`config.mk`:
```
export PLATFORM = sky130hd
export DESIGN_NAME = uart_to_bus_fifo
export DESIGN_NICKNAME = d
export VERILOG_FILES = /design/src/rtl/uart_to_bus_fifo.sv
export SDC_FILE = /design/constraint.sdc
export NUM_CORES = 1
export LEC_CHECK = 0
export CORE_ASPECT_RATIO = 1.25
export CORE_MARGIN = 2
export CORE_UTILIZATION = 40
export DETAILED_ROUTE_END_ITERATION = 8
export PLACE_DENSITY = 0.58
export SLEW_MARGIN = 15
export SYNTH_ARGS = -nofsm -noshare
export SYNTH_HDL_FRONTEND = slang
export SYNTH_SLANG_ARGS = --single-unit
export TNS_END_PERCENT = 100
```
`constraint.sdc`:
```
create_clock -name clk -period 2.35 [get_ports clk]
set_input_delay 0.47 -clock clk [delete_from_list [all_inputs] [get_ports clk]]
set_output_delay 0.47 -clock clk [all_outputs]
set_load 0.05 [all_outputs]
```
`src/rtl/uart_to_bus_fifo.sv`:
```
// uart_to_bus_fifo: bit-per-clock serial receiver feeding a FIFO that is drained onto a
// bit-serial address+data bus. Every received word is answered with a serial ACK (or NACK
// when the FIFO is full and the word is dropped).
//
// Ports:
//   clk            bus clock, rising edge
//   reset          asynchronous, active-low
//   data_rx        serial in, idle high, 0 = start bit, then DATA_W bits MSB first
//   bus_ready      bus grant/ready from the slave side
//   ack_out        serial ACK/NACK: one 0 start bit then 8 pattern bits MSB first, idle high
//   bus_req        bus request, high from request until the last bit is sent
//   addr_tx        serial address bit, MSB first
//   data_tx        serial data bit, MSB first
//   valid          request-valid while waiting for the first grant of a frame
//   valid_s        frame-valid while a bit is presented
//   write_en_slave constant 1 once out of reset
//   data_read      last word popped for transfer
//   fifo_count     FIFO occupancy
//   overflow       one-cycle pulse when a received word is dropped
//
// Build option: define ADDR_AUTOINC_EN to advance the target address by one after every
// completed transfer; otherwise every transfer goes to ADDR_BASE.
module uart_to_bus_fifo #(
  parameter int unsigned       DATA_W     = 8,
  parameter int unsigned       ADDR_W     = 14,
  parameter int unsigned       FIFO_DEPTH = 4,
  parameter logic [ADDR_W-1:0] ADDR_BASE  = 14'b01000000000000,
  parameter int unsigned       TIMEOUT    = 64,
  parameter logic [7:0]        ACK_PAT    = 8'b11001100,
  parameter logic [7:0]        NACK_PAT   = 8'b11110000
) (
  input  logic                          clk,
  input  logic                          reset,
  input  logic                          data_rx,
  input  logic                          bus_ready,
  output logic                          ack_out,
  output logic                          bus_req,
  output logic                          addr_tx,
  output logic                          data_tx,
  output logic                          valid,
  output logic                          valid_s,
  output logic                          write_en_slave,
  output logic [DATA_W-1:0]             data_read,
  output logic [$clog2(FIFO_DEPTH):0]   fifo_count,
  output logic                          overflow
);

  localparam int unsigned PtrW    = $clog2(FIFO_DEPTH);
  localparam int unsigned CntW    = PtrW + 1;
  localparam int unsigned XferLen = ADDR_W + DATA_W;
  localparam int unsigned BitCntW = $clog2(XferLen + 1);
  localparam int unsigned RxCntW  = $clog2(DATA_W + 1);
  localparam int unsigned WaitW   = $clog2(TIMEOUT + 1);

  typedef enum logic [1:0] {RIdle, RData, RPush} rx_state_e;
  typedef enum logic [1:0] {AIdle, AStart, ABits} ack_state_e;
  typedef enum logic [2:0] {MIdle, MReq, MXfer, MHold, MDone} m_state_e;

  rx_state_e             rx_state_q;
  logic [RxCntW-1:0]     rx_cnt_q;
  logic [DATA_W-1:0]     rx_sh_q;

  ack_state_e            ack_state_q;
  logic [7:0]            ack_sh_q;
  logic [2:0]            ack_cnt_q;

  m_state_e              m_state_q;
  logic [BitCntW-1:0]    bit_cnt_q;
  logic [WaitW-1:0]      wait_cnt_q;
  logic [ADDR_W-1:0]     addr_q;
  logic [ADDR_W-1:0]     addr_sh_q;
  logic [DATA_W-1:0]     data_sh_q;

  logic [DATA_W-1:0]     mem_q [FIFO_DEPTH];
  logic [PtrW-1:0]       wr_ptr_q;
  logic [PtrW-1:0]       rd_ptr_q;

  logic                  fifo_full;
  logic                  fifo_empty;
  logic                  push;
  logic                  pop;
  logic [DATA_W-1:0]     fifo_head;

  assign fifo_full  = (fifo_count == CntW'(FIFO_DEPTH));
  assign fifo_empty = (fifo_count == '0);
  assign push       = (rx_state_q == RPush) && !fifo_full;
  assign pop        = (m_state_q == MDone);
  assign fifo_head  = mem_q[rd_ptr_q];

  // Receiver: start bit, DATA_W data bits MSB first, then one push/drop cycle.
  always_ff @(posedge clk or negedge reset) begin
    if (!reset) begin
      rx_state_q <= RIdle;
      rx_cnt_q   <= '0;
      rx_sh_q    <= '0;
      overflow   <= 1'b0;
    end else begin
      overflow <= 1'b0;
      unique case (rx_state_q)
        RIdle: begin
          if (!data_rx) begin
            rx_state_q <= RData;
            rx_cnt_q   <= '0;
          end
        end
        RData: begin
          rx_sh_q <= {rx_sh_q[DATA_W-2:0], data_rx};
          if (rx_cnt_q == RxCntW'(DATA_W - 1)) begin
            rx_state_q <= RPush;
          end else begin
            rx_cnt_q <= rx_cnt_q + 1'b1;
          end
        end
        RPush: begin
          overflow   <= fifo_full;
          rx_state_q <= RIdle;
        end
        default: rx_state_q <= RIdle;
      endcase
    end
  end

  // FIFO storage has no reset; occupancy and pointers define what is valid.
  always_ff @(posedge clk) begin
    if (push) begin
      mem_q[wr_ptr_q] <= rx_sh_q;
    end
  end

  always_ff @(posedge clk or negedge reset) begin
    if (!reset) begin
      wr_ptr_q   <= '0;
      rd_ptr_q   <= '0;
      fifo_count <= '0;
    end else begin
      if (push) wr_ptr_q <= wr_ptr_q + 1'b1;
      if (pop)  rd_ptr_q <= rd_ptr_q + 1'b1;
      unique case ({push, pop})
        2'b10:   fifo_count <= fifo_count + 1'b1;
        2'b01:   fifo_count <= fifo_count - 1'b1;
        default: fifo_count <= fifo_count;
      endcase
    end
  end

  // ACK/NACK sender. A frame takes at least 10 cycles and a reply 9, so replies never collide.
  always_ff @(posedge clk or negedge reset) begin
    if (!reset) begin
      ack_state_q <= AIdle;
      ack_out     <= 1'b1;
      ack_sh_q    <= '0;
      ack_cnt_q   <= '0;
    end else begin
      unique case (ack_state_q)
        AIdle: begin
          if (rx_state_q == RPush) begin
            ack_state_q <= AStart;
            ack_out     <= 1'b0;
            ack_sh_q    <= fifo_full ? NACK_PAT : ACK_PAT;
          end
        end
        AStart: begin
          ack_state_q <= ABits;
          ack_out     <= ack_sh_q[7];
          ack_sh_q    <= {ack_sh_q[6:0], 1'b0};
          ack_cnt_q   <= '0;
        end
        ABits: begin
          if (ack_cnt_q == 3'd7) begin
            ack_state_q <= AIdle;
            ack_out     <= 1'b1;
          end else begin
            ack_out   <= ack_sh_q[7];
            ack_sh_q  <= {ack_sh_q[6:0], 1'b0};
            ack_cnt_q <= ack_cnt_q + 1'b1;
          end
        end
        default: begin
          ack_state_q <= AIdle;
          ack_out     <= 1'b1;
        end
      endcase
    end
  end

  // Bus master. bit_cnt_q is the index of the bit currently on addr_tx/data_tx; a bit is
  // consumed on an edge where bus_ready is high, otherwise it is presented again after the hold.
  always_ff @(posedge clk or negedge reset) begin
    if (!reset) begin
      m_state_q      <= MIdle;
      bit_cnt_q      <= '0;
      wait_cnt_q     <= '0;
      addr_q         <= ADDR_BASE;
      addr_sh_q      <= '0;
      data_sh_q      <= '0;
      bus_req        <= 1'b0;
      valid          <= 1'b0;
      valid_s        <= 1'b0;
      addr_tx        <= 1'b0;
      data_tx        <= 1'b0;
      data_read      <= '0;
      write_en_slave <= 1'b0;
    end else begin
      write_en_slave <= 1'b1;
      unique case (m_state_q)
        MIdle: begin
          if (!fifo_empty) begin
            m_state_q <= MReq;
            bus_req   <= 1'b1;
            valid     <= 1'b1;
            bit_cnt_q <= '0;
            addr_sh_q <= addr_q;
            data_sh_q <= fifo_head;
          end
        end
        MReq: begin
          if (bus_ready) begin
            m_state_q <= MXfer;
            valid     <= 1'b0;
            valid_s   <= 1'b1;
            bit_cnt_q <= '0;
            addr_tx   <= addr_sh_q[ADDR_W-1];
            addr_sh_q <= {addr_sh_q[ADDR_W-2:0], 1'b0};
            data_tx   <= 1'b0;
          end
        end
        MXfer: begin
          if (!bus_ready) begin
            m_state_q  <= MHold;
            valid_s    <= 1'b0;
            wait_cnt_q <= '0;
          end else if (bit_cnt_q == BitCntW'(XferLen - 1)) begin
            m_state_q <= MDone;
            valid_s   <= 1'b0;
            bus_req   <= 1'b0;
            addr_tx   <= 1'b0;
            data_tx   <= 1'b0;
          end else begin
            bit_cnt_q <= bit_cnt_q + 1'b1;
            if (bit_cnt_q < BitCntW'(ADDR_W - 1)) begin
              addr_tx   <= addr_sh_q[ADDR_W-1];
              addr_sh_q <= {addr_sh_q[ADDR_W-2:0], 1'b0};
              data_tx   <= 1'b0;
            end else begin
              addr_tx   <= 1'b0;
              data_tx   <= data_sh_q[DATA_W-1];
              data_sh_q <= {data_sh_q[DATA_W-2:0], 1'b0};
            end
          end
        end
        MHold: begin
          if (bus_ready) begin
            m_state_q  <= MXfer;
            valid_s    <= 1'b1;
            wait_cnt_q <= '0;
          end else if (wait_cnt_q == WaitW'(TIMEOUT - 1)) begin
            // Abort: re-request and resend the whole frame; the word stays at the FIFO head.
            m_state_q  <= MReq;
            valid      <= 1'b1;
            bit_cnt_q  <= '0;
            addr_sh_q  <= addr_q;
            data_sh_q  <= fifo_head;
            addr_tx    <= 1'b0;
            data_tx    <= 1'b0;
            wait_cnt_q <= '0;
          end else begin
            wait_cnt_q <= wait_cnt_q + 1'b1;
          end
        end
        MDone: begin
          m_state_q <= MIdle;
          data_read <= fifo_head;
`ifdef ADDR_AUTOINC_EN
          addr_q    <= addr_q + 1'b1;
`else
          addr_q    <= ADDR_BASE;
`endif
        end
        default: m_state_q <= MIdle;
      endcase
    end
  end

endmodule

```
Word level (Yosys, flattened, before mapping)
Memory sizes are Yosys's and may differ from the RTL's.
Index checks and enable logic that the tools add are counted.
{"block": "classes", "add_sub_neg": 8, "magnitude_cmp": 1, "n_eq_ne": 34, "mux": 77, "n_reduce_logical": 32}
{"op": "14-bit 2-to-1 mux", "count": 7}
{"op": "8-bit 2-to-1 mux", "count": 8}
{"op": "14-bit one-hot mux with 4 select lines", "count": 1}
{"op": "8-bit one-hot mux with 3 select lines", "count": 2}
{"op": "2-bit inequality test, second input constant", "count": 16}
{"op": "5-bit 2-to-1 mux", "count": 6}
{"op": "1-bit 2-to-1 mux", "count": 22}
{"op": "3-bit 2-to-1 mux", "count": 7}
{"op": "7-bit 2-to-1 mux", "count": 3}
{"op": "5-bit one-hot mux with 4 select lines", "count": 1}
{"op": "7-bit one-hot mux with 2 select lines", "count": 1}
{"op": "7-bit AND reduction", "count": 2}
{"op": "1-bit one-hot mux with 3 select lines", "count": 4}
{"op": "3-bit one-hot mux with 2 select lines", "count": 2}
{"op": "3-bit one-hot mux with 4 select lines", "count": 1}
{"op": "2-bit nonzero test", "count": 6}
{"op": "3-bit nonzero test", "count": 4}
{"op": "5-bit AND reduction", "count": 2}
{"op": "3-bit equality test, second input constant", "count": 3}
{"op": "3-bit AND reduction", "count": 3}
{"op": "2-bit 2-to-1 mux", "count": 4}
{"op": "4-bit 2-to-1 mux", "count": 2}
{"op": "4-bit one-hot mux with 2 select lines", "count": 1}
{"op": "2-bit AND reduction", "count": 4}
{"op": "other kinds (28)", "count": 40}
{"block": "totals", "regBits": 87, "ram_bits": 32, "inputBits": 4, "output_inout_bits": 19, "mem_count": 1}
{"memory": "mem_q", "depth": 4, "word_bits": 8, "read_ports": 1, "rd_clocked_by_memory_dff": 0, "wr": 1, "line_no": "74", "source": "logic [DATA_W-1:0] mem_q [FIFO_DEPTH];"}

Longest topological paths before layout
Gate-level depths: netlist (run 1).
{"block": "depth", "ltp_word": 5, "mapped_depth": 10, "mapped_depth_nobuf": 10}

Worst setup path before layout (run 1)
OpenSTA, ideal clock, no wires.
{"block": "synth_path", "path_kind": "reg-to-reg", "start": "register fifo_count[1]", "end": "register fifo_count[2]", "setup_ns": 0.146, "t_arrival_ns": 2.057, "setup_slack_ns": 0.148, "stages_incl_launch_ff": 11, "path_buffers": 0, "synth_period_minus_slack_ns": 2.202, "cell_sequence": "dfrtp_1 -> nor2_1 -> and2_1 -> nor2_1 -> inv_1 -> ha_1 -> inv_1 -> fa_1 -> xor2_1 -> nor2_1 -> xor2_1"}
{"block": "synth_between", "elab_chain_len": 5, "elab_cells_between_ends": 9, "classes_between": "add/sub: 2; eq/ne: 3; mux: 1; reduce/logical: 3"}
{"element": "start: declaration", "line_no": "44", "source": "output logic [$clog2(FIFO_DEPTH):0] fifo_count,"}
{"element": "start signal: assignment", "line_no": "139", "source": "2'b10: fifo_count <= fifo_count + 1'b1;"}
{"element": "start signal: assignment", "line_no": "140", "source": "2'b01: fifo_count <= fifo_count - 1'b1;"}
{"element": "start signal: assignment", "line_no": "141", "source": "default: fifo_count <= fifo_count;"}
{"element": "3-bit equality test", "line_no": "84", "source": "assign fifo_full = (fifo_count == CntW'(FIFO_DEPTH));"}
{"element": "1-bit zero test", "line_no": "86", "source": "assign push = (rx_state_q == RPush) && !fifo_full;"}
{"element": "1-bit logical AND", "line_no": "86"}
{"element": "2-bit by 1-bit equality test with 1-bit output or 2-bit equality test (tied branches)", "line_no": "138", "source": "unique case ({push, pop})"}
{"element": "3-bit one-hot mux with 2 select lines or 2-bit nonzero test (tied branches)"}
Several ways; a longest one is shown, not always the timed one.
A chain may end at the register's enable or synchronous reset.

Worst setup path after layout (run 1)
{"block": "layout_path", "start": "register ack_out", "end": "output ack_out"}
{"element": "start: declaration", "line_no": "36", "source": "output logic ack_out,"}
{"element": "start signal: assignment", "line_no": "164", "source": "ack_out <= ack_sh_q[7];"}
{"element": "start signal: assignment", "line_no": "173", "source": "ack_out <= ack_sh_q[7];"}
No word-level cell between the ends.

==> qor.yml, run 1 <==
outcome:
  status: "finished clean"
routing:
  drt_first_pass_iters: 6
  ant_nets: 0
  via_per_inst: 5.06
  post_drt_wl_per_cell_um: 14.2
  drc_errors: 0
  num_vias: 2989
  routed_wl_um: 8400
  drt-initial-drc-count: 108
synth:
  syn_nets: 412
  synthCells: 391
  synth_seq_cells: 105
  ys_types: 57
  ys.flop_type: "dfrtp_1"
  ys_warn_count: 0
  synth-edff-count: 32
  synth_area_sq_mm: 0.00475
  synth_area_per_cell_sq_um: 12.1
  synthArstFlopShare_pct: 69.5
  seq_area_frac_synth_pct: 58.8
worst_setup_path:
  worst_path_max_delay_cell: "clkdlybuf4s50_1"
  worstPathRequired_ps: 1880
  crit_path_cell_trace: "clkdlybuf4s50_1"
  critPathKind: "reg2out"
  cp-end-kind: "output port"
  cp.arrival_ps: 1670
  cp-start-kind: "register"
  cp_num_buf_inv: 1
  crit_family: "buffers and inverters"
  slowest_delay_ps: 800
  path_max_fanout: 2
  r2r_slack_ps: 250
power:
  powerDensity_mw_per_mm2: 963
  ir_drop_uv: 524
  p_leak_nw: 2.31
die:
  die_w_um: 101
  io_pins: 23
  die-area_sq_mm: 0.0128
  core_area_sq_mm: 0.0116
  die_height_um: 126
  rows: 44
  start_util_pct: 40.9
cts:
  clock_latency_ps: 340
  htreeDepth: 3
  clk_pin_slew_worst_paths_ps: 70
  cts_root_buf: "clkbuf_16"
  clkSinkCount: 105
  cts_tree: "yes"
  clk_path_buf_depth: 2
  numCtsBuffers: 9
  postCtsHoldBufs: 0
  post_cts.repair.setup_buffers: 0
  cts_resized: 0
global_route:
  antenna_found_initial: 0
  grt-ovfl-total: 0
  grt_pass1_vias: 3175
  track_usage_pct: 15.0
  grt_first_pass_wirelength_um: 15000
  grt_max_degree: 43
final_layout:
  drive_gt1_share_pct: 15.3
  syn_to_final_growth_pct: 15.6
  fillers: 1055
  stdcell_area_sq_mm: 0.00549
  diodes: 0
  layout.nets: 446
sta:
  tns_ps: 0
  fin_hold_ws_ps: 61.1
  hold_viol: 0
  tightest_slew_ps: 508
  min_period_ps: 2140
  rsz0062_at_grt: "false"
  drv_slew: 0
  slew_headroom_pct: 66.0
  finalCritPeriodShare_pct: 91.1
  setup_viol: 0
  fin_skew_ps: 7.84
  clock.fmax_mhz: 467
placement:
  io_buffers: 22
  place_congestion: 0.861
  dpl_cell_area_sq_mm: 0.00521
  dp_hpwl_um: 5940
job:
  drv_cap: 0
min_path:
  min_path_type: "in2async"
[report_power, final]
part / switching (W) / total, W / internal [W]
combinational: 0.000722 / 0.00129 / 0.000564
clock: 0.000681 / 0.00142 / 0.000735
sequential: 0.000286 / 0.00258 / 0.00230
total: 0.00169 / 0.00529 / 0.00360
[synth_stat cells, drive strengths merged, types with 2 or more instances]
cell / n / area, sq um
a22oi: 2 / 15.0
a21oi: 16 / 80.1
xnor2: 7 / 61.3
dfrtp: 72 / 1800
nor3b: 2 / 20.0
nor2b: 4 / 25.0
or3: 2 / 12.5
a31oi: 12 / 75.1
xor2: 3 / 26.3
nor2: 36 / 143
and2: 5 / 31.3
mux4: 8 / 180
nor3: 9 / 45.0
o21ai: 25 / 125
buf: 8 / 51.3
and3: 3 / 21.3
o21a: 2 / 15.0
o31ai: 4 / 43.8
inv: 26 / 97.6
nand2b: 5 / 31.3
ha: 16 / 200
mux2i: 2 / 20.0
o22ai: 5 / 31.3
clkbuf: 4 / 15.0
mux2: 20 / 225
nand4: 2 / 12.5
edfxtp: 32 / 961
nand2: 34 / 130
nand3: 7 / 47.6
[cells in the final DEF, fill, tap and decap left out, drive strengths merged, types with 3 or more instances in the layout]
cell / instances
and2: 5
clkdlybuf4s50: 21
and3: 3
o21ai: 25
mux4: 8
xnor2: 7
nand2b: 5
edfxtp: 32
ha: 16
mux2: 20
a31oi: 12
nand3: 7
inv: 31
nor2: 36
o22ai: 5
nor3: 9
buf: 14
o31ai: 4
xor2: 3
dfrtp: 72
a21oi: 16
nor2b: 4
clkbuf: 10
nand2: 34
[through the flow]
step | total power (W) | instances | setup WS (ps) | util [%]
after floorplan | 0.00351 | 391 | 148 | -
after global placement | 0.00386 | 575 | 221 | 44.9
after detailed placement | 0.00392 | 575 | 202 | 44.9
after CTS | 0.00536 | 591 | 189 | 47.2
after global routing | 0.00568 | 591 | 114 | 47.2
final | 0.00529 | 591 | 209 | 47.2
[cell type report]
| cell class | instances | area [sq um] | area share [%] |
|---|---|---|---|
| Sequential cell | 105 | 2790 | 50.8 |
| Clock inverter | 6 | 47.5 | 0.867 |
| Tap cell | 161 | 201 | 3.67 |
| Clock buffer | 10 | 229 | 4.17 |
| Timing Repair Buffer | 35 | 328 | 5.97 |
| Multi-Input combinational cell | 248 | 1790 | 32.7 |
| Inverter | 26 | 97.6 | 1.78 |
[registers in the layout, indices dropped and copies added (netlist names), 3 cells and up]
name        cells
data_sh_q       8
fifo_count      3
rx_sh_q         8
rx_cnt_q        4
m_state_q       3
mem_q          32
bit_cnt_q       5
wait_cnt_q      7
data_read       8
ack_sh_q        6
ack_cnt_q       3
[per-layer routing]
metal | wire length, um | part of all wire [%] | up-vias | GRT usage [%]
li1 | - | - | 1451 | -
met1 | 3770 | 45 | 1484 | 19.0
met2 | 4220 | 50 | 39 | 24.6
met3 | 186 | 2.2 | 15 | 2.33
met4 | 225 | 2.7 | 0 | 7.47
met5 | 0 | 0 | - | 0
[path summary, 6_finish.rpt]
path / to / from / cells after the start
setup / recovery: ack_out / ack_out / 1
hold / removal: wait_cnt_q[0] / reset / 1
hold reg to reg: wait_cnt_q[6] / wait_cnt_q[6] / 1
max in group asynchronous: ack_out / reset / 2
setup reg to reg: fifo_count[2] / m_state_q[2] / 8
min in group clk: wait_cnt_q[6] / wait_cnt_q[6] / 1
[logic make-up (layout without fill, tap and decap cells)]
group | after synthesis | count (layout) | share of synthesized area (%)
AOI/OAI and AO/OA | 76 | 76 | 10.2
xor gates and xnor gates | 10 | 10 | 1.85
adders and majority gates | 17 | 17 | 4.64
buffers and inverters | 38 | 77 | 3.45
DFF | 105 | 105 | 58.8
muxes | 30 | 30 | 8.96
other | 1 | 1 | 0.0790
and+or+nand+nor | 114 | 114 | 12.0
No activity file was read; power rests on OpenSTA's default activity.
==> run 2: changes to the inputs <==
REMOVE_ABC_BUFFERS = 1   (was unset)
==> run 2 against run 1 <==
Combinational power about the same. Total power increased by 1.4%. Die area unchanged. Sequential power about the same. Final cell count increased by 0.17%. Fmax about the same. Via count decreased by 0.84%. Utilization increased by 0.28 points. Largest power group unchanged. Hold slack got worse by 21 ps. Global-route usage decreased by 0.46 points. Critical path type unchanged. Clock skew decreased by 1.1 ps. Critical path depth unchanged.
==> qor.yml, run 2 (synthesis gave the netlist of run 1 again) <==
final_layout:
  regMostFlops: "mem_q"  # unchanged
  final_common_cell: "dfrtp_1"  # unchanged
  layout.nets: 447  # was 446
  fillers: 1034  # was 1,055
  drive_gt1_share_pct: 16.0  # was 15.3%
  layout_common_cells: "dfrtp_1, nor2_1, nand2_1"  # unchanged
  syn_to_final_growth_pct: 16.3  # was 15.6%
  final_util_pct: 47.5  # was 47.2%
  diodes: 0  # unchanged
  largest_reg_flops: 32  # unchanged
power:
  clkPwrFrac_pct: 28.0  # was 26.8%
  p_sw_w: 0.00173  # was 0.00169 W
  switching_share_pct: 32.2  # was 32.0%
  powerDensity_mw_per_mm2: 971  # was 963 mW/mm^2
  p_leak_nw: 2.32  # was 2.31 nW
  power_frac_seq_pct: 48.2  # was 48.9%
  ir_drop_uv: 352  # was 524 uV
  intPower_w: 0.00363  # was 0.00360 W
  power_frac_comb_pct: 23.8  # was 24.3%
  power_w: 0.00536  # was 0.00529 W
worst_setup_path:
  path_max_fanout: 2  # unchanged
  startpoint: "ack_out"  # unchanged
  crit_family: "buffers and inverters"  # unchanged
  worstPathRequired_ps: 1880  # about the same
  crit_path_cell_trace: "clkdlybuf4s50_1"  # unchanged
  critPathKind: "reg2out"  # unchanged
  cp-end-kind: "output port"  # unchanged
  cp_num_buf_inv: 1  # unchanged
  worst_path_max_delay_cell: "clkdlybuf4s50_1"  # unchanged
  rr_startpoint: "m_state_q[2]"  # unchanged
  cp-start-kind: "register"  # unchanged
  cp.arrival_ps: 1670  # about the same
  slowest_delay_ps: 790  # was 800 ps
cts:
  cts_root_buf: "clkbuf_16"  # unchanged
  clkSinkCount: 105  # unchanged
  clock_latency_ps: 350  # was 340 ps
  cts_resized: 0  # unchanged
  clk_pin_slew_worst_paths_ps: 80  # was 70 ps
  clk_path_buf_depth: 2  # unchanged
  htreeDepth: 3  # unchanged
  cts_tree: "yes"  # unchanged
  post_cts.repair.setup_buffers: 0  # unchanged
  numCtsBuffers: 9  # unchanged
  postCtsHoldBufs: 0  # unchanged
sta:
  tightest_slew_ps: 518  # was 508 ps
  hold_viol: 0  # unchanged
  clock.fmax_mhz: 467  # about the same
  setup_viol: 0  # unchanged
  fin_skew_ps: 6.69  # was 7.84 ps
  rsz0062_at_grt: "false"  # unchanged
  drv_slew: 0  # unchanged
  finalCritPeriodShare_pct: 91.2  # was 91.1%
  min_period_ps: 2140  # about the same
  slew_headroom_pct: 65.3  # was 66.0%
routing:
  drt_first_pass_iters: 4  # was 6
  via_per_inst: 5.01  # was 5.06
  num_vias: 2964  # was 2,989
  ant_nets: 0  # unchanged
  drc_errors: 0  # unchanged
  post_drt_wl_per_cell_um: 14.3  # was 14.2 um
  routed_wl_um: 8490  # was 8400 um
  drt-initial-drc-count: 134  # was 108
global_route:
  grt_max_degree: 46  # was 43
  grt_pass1_vias: 3021  # was 3,175
  track_usage_pct: 14.5  # was 15.0%
  grt_first_pass_wirelength_um: 14500  # was 15,000 um
  antenna_found_initial: 0  # unchanged
  grt-ovfl-total: 0  # unchanged
placement:
  dp_hpwl_um: 5910  # was 5940 um
  io_buffers: 22  # unchanged
  place_congestion: 0.781  # was 0.861
job:
  drv_cap: 0  # unchanged
min_path:
  min_path_type: "in2async"  # unchanged
die:
  rows: 44  # unchanged
  core_area_sq_mm: 0.0116  # unchanged
  die_height_um: 126  # unchanged
  io_pins: 23  # unchanged
  die_w_um: 101  # unchanged
  start_util_pct: 40.9  # unchanged
  die-area_sq_mm: 0.0128  # unchanged
outcome:
  status: "finished clean"  # unchanged
## run 2: cell count changes in the layout (fill, tap and decap cells not counted), sizes merged
cell	previous run	this run
inv	31	28
buf	14	15
clkinv	1	4
## run 2: through the flow
stage | TNS (ps) | cell area (sq um) | worst slack (ps) | hold WS [ps] | cells
floorplan | -343 | 4680 | -267 | 174 | 379
global placement | 0 | 5220 | 188 | 420 | 576
detailed placement | 0 | 5220 | 180 | 423 | 576
CTS | 0 | 5520 | 189 | 45.8 | 592
global route | 0 | 5520 | 170 | 65.8 | 592
finish | 0 | 5520 | 207 | 40.3 | 592
## run 2: worst paths after layout
kind | cells after the start | slack, ps | end
setup / recovery | 1 | 210 | ack_out
hold / removal | 1 | 40 | wait_cnt_q[0]
setup reg to reg | 8 | 330 | fifo_count[2]
hold reg to reg | 1 | 490 | data_tx
max in group asynchronous | 2 | 1700 | ack_out
min in group clk | 1 | 490 | data_tx
## run 2: power groups by stage
stage                     Sequential [W]  Combinational (W)  Clock (W)
after CTS                        0.00258            0.00130    0.00153
after global placement           0.00260            0.00126          0
final                            0.00258            0.00128    0.00150
after global routing             0.00264            0.00145    0.00160
after detailed placement         0.00262            0.00129          0
after floorplan                  0.00267           0.000821          0
## run 2: per-layer routing
metal / global-route usage (%) / part of all wire [%] / vias up
met3: 2.83 / 2.4 / 11
met4: 6.68 / 2.1 / 0
met2: 23.6 / 50 / 35
met5: 0 / 0 / -
li1: - / - / 1462
met1: 18.5 / 46 / 1456
## run 2: layout make-up
class | count | area [sq um] | area share [%]
Timing Repair Buffer | 36 | 335 | 6.08
Tap cell | 161 | 201 | 3.65
Clock inverter | 6 | 62.6 | 1.13
Multi-Input combinational cell | 248 | 1790 | 32.5
Clock buffer | 10 | 239 | 4.33
Sequential cell | 105 | 2790 | 50.5
Inverter | 26 | 97.6 | 1.77
